**config.mk**
```make
export PLATFORM = sky130hd
export DESIGN_NAME = cic_comp_fir
export DESIGN_NICKNAME = d
export VERILOG_FILES = /design/src/rtl/cic_comp_pkg.sv /design/src/rtl/cic_comp_round_sat.sv /design/src/rtl/cic_comp_fir.sv
export SDC_FILE = /design/constraint.sdc
export NUM_CORES = 2
export LEC_CHECK = 0
export CORE_MARGIN = 5
export CORE_UTILIZATION = 65
export DETAILED_ROUTE_END_ITERATION = 8
export PLACE_DENSITY = 0.94
export REMOVE_ABC_BUFFERS = 1
export SYNTH_ARGS = -nofsm -noshare
export SYNTH_HDL_FRONTEND = slang
export SYNTH_SLANG_ARGS = --single-unit
```
**constraint.sdc**
```tcl
create_clock -name clk -period 17.7 [get_ports clk]
set_input_delay 1.77 -clock clk [delete_from_list [all_inputs] [get_ports clk]]
set_output_delay 1.77 -clock clk [all_outputs]
set_load 0.02 [all_outputs]
```
**src/rtl/cic_comp_pkg.sv**
```systemverilog
// Shared types and width helpers for the CIC compensation FIR.
// Optional rounding is selected with the CIC_COMP_ROUND_EN macro (see cic_comp_round_sat).
package cic_comp_pkg;

    typedef enum logic [1:0] {
        S_IDLE  = 2'd0,
        S_MAC   = 2'd1,
        S_FLUSH = 2'd2,
        S_OUT   = 2'd3
    } state_e;

    function automatic int clog2(input int v);
        int r;
        r = 0;
        for (int i = 0; i < 32; i++) begin
            if ((1 << r) < v) r = r + 1;
        end
        return r;
    endfunction

    // Full-precision accumulator width: one product plus growth for NUM_TAPS sums.
    function automatic int acc_dw(input int inp_dw, input int coef_dw, input int taps);
        return inp_dw + coef_dw + clog2(taps);
    endfunction

endpackage

```
**src/rtl/cic_comp_round_sat.sv**
```systemverilog
// Combinational shift/saturate from accumulator width to output width.
// With CIC_COMP_ROUND_EN defined, half an LSB is added first (round half up); otherwise floor.
module cic_comp_round_sat #(
    parameter int ACC_DW    = 40,
    parameter int OUT_DW    = 18,
    parameter int OUT_SHIFT = 16
) (
    input  logic signed [ACC_DW-1:0] acc_i,
    output logic signed [OUT_DW-1:0] y_o
);

    localparam logic signed [ACC_DW:0] MAX_V = {{(ACC_DW-OUT_DW+2){1'b0}}, {(OUT_DW-1){1'b1}}};
    localparam logic signed [ACC_DW:0] MIN_V = {{(ACC_DW-OUT_DW+2){1'b1}}, {(OUT_DW-1){1'b0}}};

    logic signed [ACC_DW:0] biased;
    logic signed [ACC_DW:0] shifted;

`ifdef CIC_COMP_ROUND_EN
    localparam logic signed [ACC_DW:0] HALF = (ACC_DW+1)'(1) << (OUT_SHIFT-1);
    // One extra bit of headroom so the bias can never wrap the accumulator.
    assign biased = (ACC_DW+1)'(acc_i) + HALF;
`else
    assign biased = (ACC_DW+1)'(acc_i);
`endif

    assign shifted = biased >>> OUT_SHIFT;

    always_comb begin
        y_o = shifted[OUT_DW-1:0];
        if (shifted > MAX_V) begin
            y_o = MAX_V[OUT_DW-1:0];
        end else if (shifted < MIN_V) begin
            y_o = MIN_V[OUT_DW-1:0];
        end
    end

endmodule

```
**src/rtl/cic_comp_fir.sv**
```systemverilog
// Serial-MAC FIR that flattens the CIC passband droop; one multiplier shared across all taps.
// Rounding of the output is enabled by defining CIC_COMP_ROUND_EN.
module cic_comp_fir
    import cic_comp_pkg::*;
#(
    parameter int INP_DW    = 18,
    parameter int OUT_DW    = 18,
    parameter int COEF_DW   = 18,
    parameter int NUM_TAPS  = 16,
    parameter int OUT_SHIFT = COEF_DW - 2
) (
    input  logic                      clk,
    input  logic                      reset_n,
    input  logic signed [INP_DW-1:0]  s_axis_in_tdata,
    input  logic                      s_axis_in_tvalid,
    input  logic signed [COEF_DW-1:0] s_axis_coef_tdata,
    input  logic                      s_axis_coef_tvalid,
    output logic signed [OUT_DW-1:0]  m_axis_out_tdata,
    output logic                      m_axis_out_tvalid,
    output logic                      overrun_err
);

    localparam int ACC_DW  = acc_dw(INP_DW, COEF_DW, NUM_TAPS);
    localparam int PROD_DW = INP_DW + COEF_DW;
    localparam int PW      = (clog2(NUM_TAPS) < 1) ? 1 : clog2(NUM_TAPS);
    localparam logic [PW-1:0] LAST = PW'(NUM_TAPS - 1);
    localparam logic signed [COEF_DW-1:0] UNITY = COEF_DW'(1) << OUT_SHIFT;

    state_e                    state_q, state_d;
    logic [PW-1:0]             k_q, k_d;
    logic [PW-1:0]             wr_ptr_q, wr_ptr_d;
    logic [PW-1:0]             coef_ptr_q;
    logic [PW-1:0]             rd_idx;
    logic                      x_we;
    logic signed [INP_DW-1:0]  x_q    [NUM_TAPS];
    logic signed [COEF_DW-1:0] coef_q [NUM_TAPS];
    logic signed [PROD_DW-1:0] prod_q, prod_d;
    logic signed [ACC_DW-1:0]  acc_q, acc_d;
    logic signed [OUT_DW-1:0]  out_data_q, out_data_d;
    logic                      out_valid_q, out_valid_d;
    logic                      overrun_q, overrun_d;
    logic signed [OUT_DW-1:0]  y_rs;

    // Modular wrap also holds for non-power-of-two lengths since the true index is < NUM_TAPS.
    assign rd_idx = (wr_ptr_q >= k_q) ? (wr_ptr_q - k_q) : (wr_ptr_q + PW'(NUM_TAPS) - k_q);

    cic_comp_round_sat #(
        .ACC_DW    (ACC_DW),
        .OUT_DW    (OUT_DW),
        .OUT_SHIFT (OUT_SHIFT)
    ) u_round_sat (
        .acc_i (acc_q),
        .y_o   (y_rs)
    );

    always_comb begin
        state_d     = state_q;
        k_d         = k_q;
        wr_ptr_d    = wr_ptr_q;
        x_we        = 1'b0;
        prod_d      = prod_q;
        acc_d       = acc_q;
        out_data_d  = out_data_q;
        out_valid_d = 1'b0;
        overrun_d   = overrun_q;
        case (state_q)
            S_IDLE, S_OUT: begin
                if (state_q == S_OUT) begin
                    out_valid_d = 1'b1;
                    out_data_d  = y_rs;
                end
                state_d = S_IDLE;
                if (s_axis_in_tvalid) begin
                    x_we     = 1'b1;
                    wr_ptr_d = (wr_ptr_q == LAST) ? '0 : wr_ptr_q + 1'b1;
                    acc_d    = '0;
                    prod_d   = '0;
                    k_d      = '0;
                    state_d  = S_MAC;
                end
            end
            S_MAC: begin
                prod_d = PROD_DW'(coef_q[k_q]) * PROD_DW'(x_q[rd_idx]);
                acc_d  = acc_q + ACC_DW'(prod_q);
                if (k_q == LAST) begin
                    state_d = S_FLUSH;
                end else begin
                    k_d = k_q + 1'b1;
                end
                if (s_axis_in_tvalid) overrun_d = 1'b1;
            end
            S_FLUSH: begin
                acc_d   = acc_q + ACC_DW'(prod_q);
                state_d = S_OUT;
                if (s_axis_in_tvalid) overrun_d = 1'b1;
            end
            default: state_d = S_IDLE;
        endcase
    end

    always_ff @(posedge clk or negedge reset_n) begin
        if (!reset_n) begin
            state_q     <= S_IDLE;
            k_q         <= '0;
            wr_ptr_q    <= '0;
            prod_q      <= '0;
            acc_q       <= '0;
            out_data_q  <= '0;
            out_valid_q <= 1'b0;
            overrun_q   <= 1'b0;
        end else begin
            state_q     <= state_d;
            k_q         <= k_d;
            wr_ptr_q    <= wr_ptr_d;
            prod_q      <= prod_d;
            acc_q       <= acc_d;
            out_data_q  <= out_data_d;
            out_valid_q <= out_valid_d;
            overrun_q   <= overrun_d;
        end
    end

    // The new sample lands at the advanced pointer so tap 0 always reads the newest one.
    always_ff @(posedge clk or negedge reset_n) begin
        if (!reset_n) begin
            for (int i = 0; i < NUM_TAPS; i++) x_q[i] <= '0;
        end else if (x_we) begin
            x_q[wr_ptr_d] <= s_axis_in_tdata;
        end
    end

    always_ff @(posedge clk or negedge reset_n) begin
        if (!reset_n) begin
            coef_ptr_q <= '0;
            for (int i = 0; i < NUM_TAPS; i++) coef_q[i] <= (i == 0) ? UNITY : '0;
        end else if (s_axis_coef_tvalid) begin
            coef_q[coef_ptr_q] <= s_axis_coef_tdata;
            coef_ptr_q         <= (coef_ptr_q == LAST) ? '0 : coef_ptr_q + 1'b1;
        end
    end

    assign m_axis_out_tdata  = out_data_q;
    assign m_axis_out_tvalid = out_valid_q;
    assign overrun_err       = overrun_q;

endmodule

```
==> results by group <==
Worst setup path
  – Slowest-stage cell, CP: dfrtp_4
  – Critical path's most frequent cell: inv_1
  – Arrival time worst endpoint: 10,840 ps
  – Crit-path max FO: 72
  – CP Capture Type: register
  – RR Endpoint: prod_q[35]$_DFFE_PN0P_
  – Worst r2r src: k_q[0]$_DFFE_PN0P_
  – Required @ worst endpoint: 18,170 ps
  – R2R setup slack: 7330 ps
  – Cells on worst reg2reg path: 32
  – Startpoint type of the worst setup path: register
  – Crit-path max cell delay: around 870 ps
  – Setup CP Type: reg2reg

Worst hold path
  – Worst hold start: overrun_err$_DFFE_PN0P_
  – Hold Path Depth: 1
  – Hold/Removal Path Class: reg2reg
  – Worst hold endpoint: overrun_err$_DFFE_PN0P_

Timing
  – Fmax: 0.09639 GHz
  – Final setup margin: between 7000 and 8000 ps
  – Hold Vio Cnt, Final: 0
  – Setup Skew: 40.37 ps
  – Tmin final: 10,370 ps
  – Fin Setup TNS: 0 ps
  – Slew headroom: 12.77%
  – RSZ-0062 raised after global routing: no
  – Max-slew violations: 0
  – Crit share post-route: 58.61%
  – Worst Max-Slew Pin Slew: 1305 ps
  – Final setup violation count: 0

Floorplan
  – Die Span Y: 271.1 um
  – Core Box Area: 67,400 um2
  – Die W: ~270 um
  – I/O pin cnt: 60
  – Initial core utilization: 65.76%
  – Die ar.: between 70,000 and 80,000 um2
  – # rows: 95

Synth
  – Synth top area share: 38.68%
  – Ys async rst share: 100.0%
  – Count leader, synth: dfrtp_1
  – Mapped Area: 44,320 um2
  – Post-synth EDFFs: 0
  – Dominant cell type by area after synthesis: dfrtp_1
  – Syn Area/Cell: 12.47 um2
  – Register area share after synthesis: 38.74%
  – Synth top area cells: dfrtp_1 39%, mux2_2 15%, fa_1 15%
  – #FFs+latches synth: between 600 and 700
  – YS warnings: 0
  – Synth Instances: 3,554
  – Synth cell types: 79
  – Synth cell count leaders: 685 x dfrtp_1, 595 x mux2_2, 407 x inv_1
  – Top FF cell, synth: dfrtp_1

Drt
  – Routed Antenna Nets: 0
  – Drt first-iter violations: 3,472
  – Residual DRC: 0
  – Final WL: 113,900 um
  – Via-to-Cell Ratio: approximately 6.6
  – Drt wl/cell: 25.29 um
  – DR pass1 iterations: 9
  – Via count: 29,700

Clock network
  – # resized after CTS: 0
  – Worst-path clk slew: 60 ps
  – CTS H-tree lvls: 3
  – Postcts setup bufs: 0
  – Clock Latency Late Sink: between 600 and 700 ps
  – CTS Sinks: 686
  – CTS max path bufs: 3
  – CTS tree: done
  – CTS Root Buffer Type: clkbuf_16
  – CTS hold repair buffers: 0
  – TritonCTS Buffers: 70

Global route
  – Initial antenna violation count: 7
  – Tot GR Track Use: 31.54%
  – GRT Residual Overflow: 0
  – First-pass GRT wire length: 183,900 um
  – Number of global-route vias before repair: 33,030
  – Pin count of the biggest net entering global routing: 197

Layout
  – Proportion of layout cells with a drive suffix above 1: 26.82%
  – Area Overhead vs Synth: 8.724%
  – Final net count: 4,083
  – Util after Layout: between 70% and 80%

Placement
  – DP Worst Slack: 7544 ps
  – Dpl hpwl: between 70,000 and 80,000 um
  – GPL Wtd Cong: about 0.9
  – PortBufs: 59

Status
  – Outcome: finished, final reports clean

Job
  – Max cap viols: 0
## per-layer routing
layer | up-vias | global-route usage [%] | part of all wire (%)
met5 | - | 0 | 0.034
met4 | 4 | 16.01 | 5.6
met3 | 616 | 8.143 | 9.6
met2 | 1929 | 50.91 | 48
met1 | 15040 | 39.93 | 37
li1 | 12110 | - | -
## per-stage QoR
stage                     cell area [um2]  std cells  hold WS (ps)
final                               48190       4503         456.2
after global routing                48180       4501         483.5
after detailed placement            45770       4369         451.6
after global placement              45770       4369         440.0
after CTS                           48170       4497         464.3
after floorplan                     43510       3372         453.8
## worst max-delay path, delay by kind of cell, from the launching register on
family	cells	cell delay, ps
compound gates	7	1690
mux	2	700
flops	1	870
fa+ha+maj	9	4480
simple gates	3	390
buf+inv	10	1880
xor+xnor	1	140
## final cells by class
class	instances	area, um2
Antenna cell	6	15.01
Clock buffer	100	1994
Clock inverter	28	406.6
Fill cell	3732	19210
Inverter	408	1531
Multi-Input combinational cell	2278	24870
Sequential cell	686	17180
Tap cell	873	1092
Timing Repair Buffer	124	1096
## kinds of logic (layout without fill, tap and decap cells)
kind of cell	count (synthesis)	count (layout)	synth area share (%)
buf+inv	590	660	5.277
simple gates	615	615	6.843
other cells	0	6	0
mux	779	779	23.65
fa+ha+maj	475	475	19.03
xor+xnor	75	75	1.482
flops	686	686	38.74
compound gates	334	334	4.977
## state kept, by name, indices dropped and copies added, names as in the netlist
| signal | cells |
|---|---|
| m_axis_out_tdata | 18 |
| k_q | 4 |
| overrun_err | 1 |
| m_axis_out_tvalid | 1 |
| state_q | 2 |
| coef_ptr_q | 4 |
| wr_ptr_q | 4 |
| prod_q | 36 |
| acc_q | 40 |
| x_q | 288 |
| coef_q | 288 |
## worst max path at each step
| stage | start | endpoint | slack (ps) |
|---|---|---|---|
| CTS | k_q[0]$_DFFE_PN0P_ | prod_q[35]$_DFFE_PN0P_ | 7510 |
| detailed placement | k_q[0]$_DFFE_PN0P_ | prod_q[35]$_DFFE_PN0P_ | 7540 |
| floorplan | k_q[0]$_DFFE_PN0P_ | prod_q[35]$_DFFE_PN0P_ | 4570 |
| finish | k_q[0]$_DFFE_PN0P_ | prod_q[35]$_DFFE_PN0P_ | 7330 |
| global route | k_q[0]$_DFFE_PN0P_ | prod_q[35]$_DFFE_PN0P_ | 6710 |
| global placement | k_q[0]$_DFFE_PN0P_ | prod_q[35]$_DFFE_PN0P_ | 7830 |
## placed cells by master (no fill, tap or decap), types with 10 or more instances in the layout
cell type        Yosys  final
and2_1              31     31
mux4_2             155    155
clkdlybuf4s50_1      0     58
a21o_1              33     33
fa_1               332    331
clkbuf_16            0     70
xnor2_1             45     44
o21ai_1             14     13
clkbuf_1           111     17
a211oi_1            17     17
clkbuf_8             0     13
nor2b_1            101    101
nand3_1             14     14
o21bai_1            13     13
and3_1              10     10
o22ai_1             20     20
clkinv_2             0     12
a22o_1              12     12
nand2b_1            56     56
xor2_1              30     29
inv_1              407    407
o21ai_0             90     90
a21oi_1             75     74
ha_1               143    141
buf_4               12     64
mux2_2             595    595
nor2_1             132    132
dfrtp_1            685    683
nand2_1            202    202
nand3b_1            23     23
mux2i_1             29     29
Power is not shown: default switching activity piles up to over one toggle a cycle in this logic, so the estimate is an artifact.
